File: src/rtl/tone_phase_gen.sv
// DDS phase-accumulator front end for the sine lookup table: turns a tone request
// into one table address per sample period, plus a strobe aligned to the table's registered Q.
module tone_phase_gen #(
    parameter int COUNT_SIZE = 8,
    parameter int ACC_WIDTH  = 24,
    parameter int DUR_WIDTH  = 16,
    parameter int SAMPLE_DIV = 1563,
    parameter bit RETRIGGER  = 1'b0
) (
    input  logic                  clk,
    input  logic                  resetN,
    input  logic                  start,
    input  logic [ACC_WIDTH-1:0]  phase_inc,
    input  logic [DUR_WIDTH-1:0]  duration,
    input  logic                  abort,
    output logic [COUNT_SIZE-1:0] ADDR,
    output logic                  sample_valid,
    output logic                  busy,
    output logic                  done
);

    localparam int PW = (SAMPLE_DIV > 2) ? $clog2(SAMPLE_DIV) : 1;
    localparam logic [PW-1:0] PRESC_LAST = PW'(SAMPLE_DIV - 1);

    typedef enum logic [1:0] {IDLE, PLAY, DRAIN} state_t;

    state_t                state_q;
    logic [ACC_WIDTH-1:0]  acc_q, inc_q, acc_d;
    logic [DUR_WIDTH-1:0]  rem_q;
    logic [PW-1:0]         presc_q;
    logic [COUNT_SIZE-1:0] addr_q;
    logic                  strobe_q, valid_q, busy_q, done_q;
    logic                  accept, tick;

    assign tick   = (state_q == PLAY) && (presc_q == PRESC_LAST);
    assign accept = start && !abort && (duration != '0) && ((state_q == IDLE) || RETRIGGER);
    assign acc_d  = acc_q + inc_q;

    always_ff @(posedge clk or negedge resetN) begin
        if (!resetN) begin
            state_q  <= IDLE;
            acc_q    <= '0;
            inc_q    <= '0;
            rem_q    <= '0;
            presc_q  <= '0;
            addr_q   <= '0;
            strobe_q <= 1'b0;
            valid_q  <= 1'b0;
            busy_q   <= 1'b0;
            done_q   <= 1'b0;
        end else begin
            // strobe from the previous edge always lands, even across an abort
            valid_q  <= strobe_q;
            strobe_q <= 1'b0;
            done_q   <= 1'b0;
            if (abort) begin
                state_q <= IDLE;
                acc_q   <= '0;
                rem_q   <= '0;
                presc_q <= '0;
                addr_q  <= '0;
                busy_q  <= 1'b0;
            end else if (accept) begin
                state_q  <= PLAY;
                inc_q    <= phase_inc;
                acc_q    <= '0;
                rem_q    <= duration;
                presc_q  <= '0;
                addr_q   <= '0;
                strobe_q <= 1'b1;
                busy_q   <= 1'b1;
            end else begin
                case (state_q)
                    PLAY: begin
                        if (tick) begin
                            presc_q <= '0;
                            if (rem_q > DUR_WIDTH'(1)) begin
                                acc_q    <= acc_d;
                                addr_q   <= acc_d[ACC_WIDTH-1 -: COUNT_SIZE];
                                rem_q    <= rem_q - 1'b1;
                                strobe_q <= 1'b1;
                            end else begin
                                // last sample already issued; hold ADDR one more cycle
                                state_q <= DRAIN;
                            end
                        end else begin
                            presc_q <= presc_q + 1'b1;
                        end
                    end
                    DRAIN: begin
                        state_q <= IDLE;
                        addr_q  <= '0;
                        busy_q  <= 1'b0;
                        done_q  <= 1'b1;
                    end
                    default: begin
                        presc_q <= '0;
                    end
                endcase
            end
        end
    end

    assign ADDR         = addr_q;
    assign sample_valid = valid_q;
    assign busy         = busy_q;
    assign done         = done_q;

endmodule

File: config.mk
export PLATFORM = sky130hd
export DESIGN_NAME = tone_phase_gen
export DESIGN_NICKNAME = d
export VERILOG_FILES = /design/src/rtl/tone_phase_gen.sv
export SDC_FILE = /design/constraint.sdc
export NUM_CORES = 1
export LEC_CHECK = 0
export CORE_MARGIN = 2
export CORE_UTILIZATION = 61
export DETAILED_ROUTE_END_ITERATION = 10
export PLACE_DENSITY = 0.88
export SYNTH_ARGS = -nofsm -noshare
export SYNTH_HDL_FRONTEND = slang
export SYNTH_SLANG_ARGS = --single-unit
File: constraint.sdc
create_clock -name clk -period 5.5 [get_ports clk]
set_input_delay 1.1 -clock clk [delete_from_list [all_inputs] [get_ports clk]]
set_output_delay 1.1 -clock clk [all_outputs]
set_load 0.02 [all_outputs]
==> metrics.md <==
| Metric | Value |
|---|---|
| Status | complete, no violations |
| Drt initial violations | 331 |
| Slew headroom | 0.512 |
| Die X | 97.0 µm |
| H-tree levels | 3 |
| Final hold vios | 0 |
| CP arrival | 3810 ps |
| Simple-Gate Fraction of Synth Area | 0.217 |
| Area Growth Syn to Fin | 15.7% |
| Hold_ws | 407 ps |
| Worst-Skew Late Latency | 360 ps |
| Slew @ Worst Pin | around 730 ps |
| Hold crit path type | flip-flop to flip-flop |
| Skew final | 12.1 ps |
| Largest net degree at the start of global routing | slightly below 60 |
| Commonest non-fill, non-tap cell in the layout | nand2_1 |
| Clock sinks | between 80 and 90 |
| Height of the die | 97.0 µm |
| TritonCTS buffer count | 9 |
| CP Class | input pin to flip-flop |
| Total grt overflow | 0 |
| Hold_buf cts | 0 |
| GRT Util Overall | 0.275 |
| Core Area | around 8300 µm² |
| Main combinational cell family by area after synthesis | simple AND/OR/NAND/NOR gates |
| Num rows | 33 |
| Crit path max-delay cell type | clkdlybuf4s50_1 |
| Area contributors post-synth | dfrtp_1 (42%), nand2_1 (9.1%), ha_1 (7.3%) |
| Post-CTS sizing | 0 |
| Clock Tree Buf Depth | 2 |
| Post-synth ARST share | 1.00 |
| Top FF cell, synth | dfrtp_1 |
| Total wire length | ~13000 µm |
| Post-DRT Antenna Nets | 0 |
| Fmax | around 0.28 GHz |
| Fin crit period | 3510 ps |
| Vias per cell | 6.07 |
| Worst path required time | 5800 ps |
| Leakage power | 2.78 nW |
| Initial Utilization | 0.636 |
| Share of cells above drive strength 1 | 0.0546 |
| Max FO, Critical Path | 21 |
| Setup TNS | 0 ps |
| Diodes inserted | 0 |
| Area leader, netlist | dfrtp_1 |
| Syn nets | roughly 670 |
| First-pass GRT wire length | ~21000 µm |
| Synth Area in Compound Gates | 0.184 |
| CTS tree | done |
| CP peak stage delay | roughly 940 ps |
| IR Drop Worst-Case VDD | 0.000204 V |
| Number of setup buffers added after CTS | 0 |
| DR DRC count | 0 |
| Post-synth EDFFs | 0 |
| Post-Synthesis Cells | 589 |
| Final period utilization | 0.638 |
| Pre-Repair DR Iteration Count | 5 |
| Worst path cell trace | clkdlybuf4s50_1, inv_1, nand4_1, nand2_1, a21oi_1, a22o_1 |
| Initial antenna violation count | 0 |
| Max-Cap Viols | 0 |
| #FFs+latches synth | 89 |
| Filler Cells Inserted | ~610 |
| Count of different cell masters after synthesis | between 60 and 70 |
| Nets@finish | 712 |
| Global placement routability congestion | between 0.9 and 1 |
| Post-placement cell count | 730 |
| PortBufs | between 50 and 60 |
| Leading cell types in the layout, fill and taps excluded | nand2_1 (128), dfrtp_1 (89), clkdlybuf4s50_1 (53) |
| Xor/xnor share of the synthesized area | 0.0656 |
| Routed WL per cell | 17.0 µm |
| I/O pin total | 55 |
| CP Capture Type | flip-flop |
| Syn. warnings | 0 |
| RSZ-0062 raised after global routing | no |
| Syn_area_per_cell | 8.96 µm² |
| Final setup fails | 0 |
| Top cell type's share of synthesized area | 0.422 |
| Dpl hpwl | roughly 9000 µm |
| Post-Synth Adder-Cell Area | 0.0773 |
| Vias in the first global route | 4489 |
| Startpoint Class | input pin |
| PD cells | 362 nW/µm² |
| Sequential cell area fraction in the yosys report | 0.422 |
| Clock-pin slew on the worst setup and hold paths | around 90 ps |
| Mux cell area share after synthesis | 0.00569 |
| Post-Syn Area | 5280 µm² |
| Vias | between 4000 and 5000 |
| Clock root cell | clkbuf_8 |
| Final Max Slew Viols | 0 |
| Die area | between 9000 and 10000 µm² |
| Final cell count without fillers | roughly 750 |
## metal layers
metal / wire [µm] / global-route usage
met2: 6160 / 0.446
met4: 350 / 0.109
met5: 0 / 0
met3: 685 / 0.0448
met1: 5510 / 0.369
## cell type report
cell class                      instances  area, µm²  area share
Inverter                               16       60.1     0.00983
Clock inverter                          5       62.6      0.0102
Clock buffer                           11        151      0.0248
Tap cell                              105        131      0.0215
Timing Repair Buffer                   59        576      0.0942
Multi-Input combinational cell        461       2900       0.475
Sequential cell                        89       2230       0.365
## cells in the mapped netlist (2+ instances only)
cell type    n
nand2_1    128
dfrtp_1     89
nor2_1      52
a21oi_1     39
ha_1        31
xnor2_1     21
o21ai_0     18
clkbuf_1    17
xor2_1      16
inv_1       15
a211oi_1    14
nand3_1     10
nor3_1      10
a21o_1       9
a22o_1       8
and3_1       8
or3_1        8
a311oi_1     7
nor4_1       7
nand4_1      6
o21a_1       6
a221o_1      4
a31oi_1      4
o21bai_1     4
buf_1        3
mux2i_1      3
nor2b_1      3
o211ai_1     3
o31a_1       3
a2111oi_0    2
a31o_2       2
a41oi_1      2
and2_1       2
buf_2        2
nand2b_1     2
nand4b_1     2
nor4_2       2
o2111ai_1    2
o41ai_1      2
## path summary, 6_finish.rpt
path,slack [ps],startpoint,cells past startpoint,endpoint
max in group asynchronous,3770,resetN,2,state_q[1]$_DFFE_PN0P_
hold / removal,410,strobe_q$_DFF_PN0_,0,sample_valid$_DFF_PN0_
setup reg to reg,2510,inc_q[1]$_DFFE_PN0P_,8,ADDR[7]$_DFFE_PN0P_
setup / recovery,1990,abort,6,ADDR[5]$_DFFE_PN0P_
min in group asynchronous,690,resetN,1,inc_q[13]$_DFFE_PN0P_
hold reg to reg,410,strobe_q$_DFF_PN0_,0,sample_valid$_DFF_PN0_
## power by group
part	internal, W	switching (W)
sequential	0.000791	0.000114
clock	0.000237	0.000246
combinational	0.000324	0.000500
total	0.00135	0.000861
## cell families after synthesis
family	Yosys count
fa+ha+maj	32
compound gates	139
mux	3
buf+inv	39
simple gates	249
xor+xnor	38
flops	89
## through the flow
step | setup WS [ps] | total power [W] | instance area, µm² | util
floorplan | 2870 | 0.00146 | 5280 | -
global placement | 1800 | 0.00169 | 5890 | 0.710
detailed placement | 1660 | 0.00172 | 5890 | 0.710
CTS | 2040 | 0.00221 | 6110 | 0.736
global route | 1770 | 0.00235 | 6110 | 0.736
finish | 1990 | 0.00221 | 6110 | 0.736
## worst max-delay path, delay by kind of cell
family                 cells  cell delay [ps]
AO/OA/AOI/OAI              2             1000
buffers and inverters      2             1140
AND/OR/NAND/NOR            2              570
## flip-flops by register name, summed over array words and instances (netlist names)
signal	cells
acc_q	24
inc_q	24
rem_q	16
presc_q	11
ADDR	8
state_q	2
busy	1
done	1
sample_valid	1
strobe_q	1
Note: power is estimated with default switching activity, not from simulation.
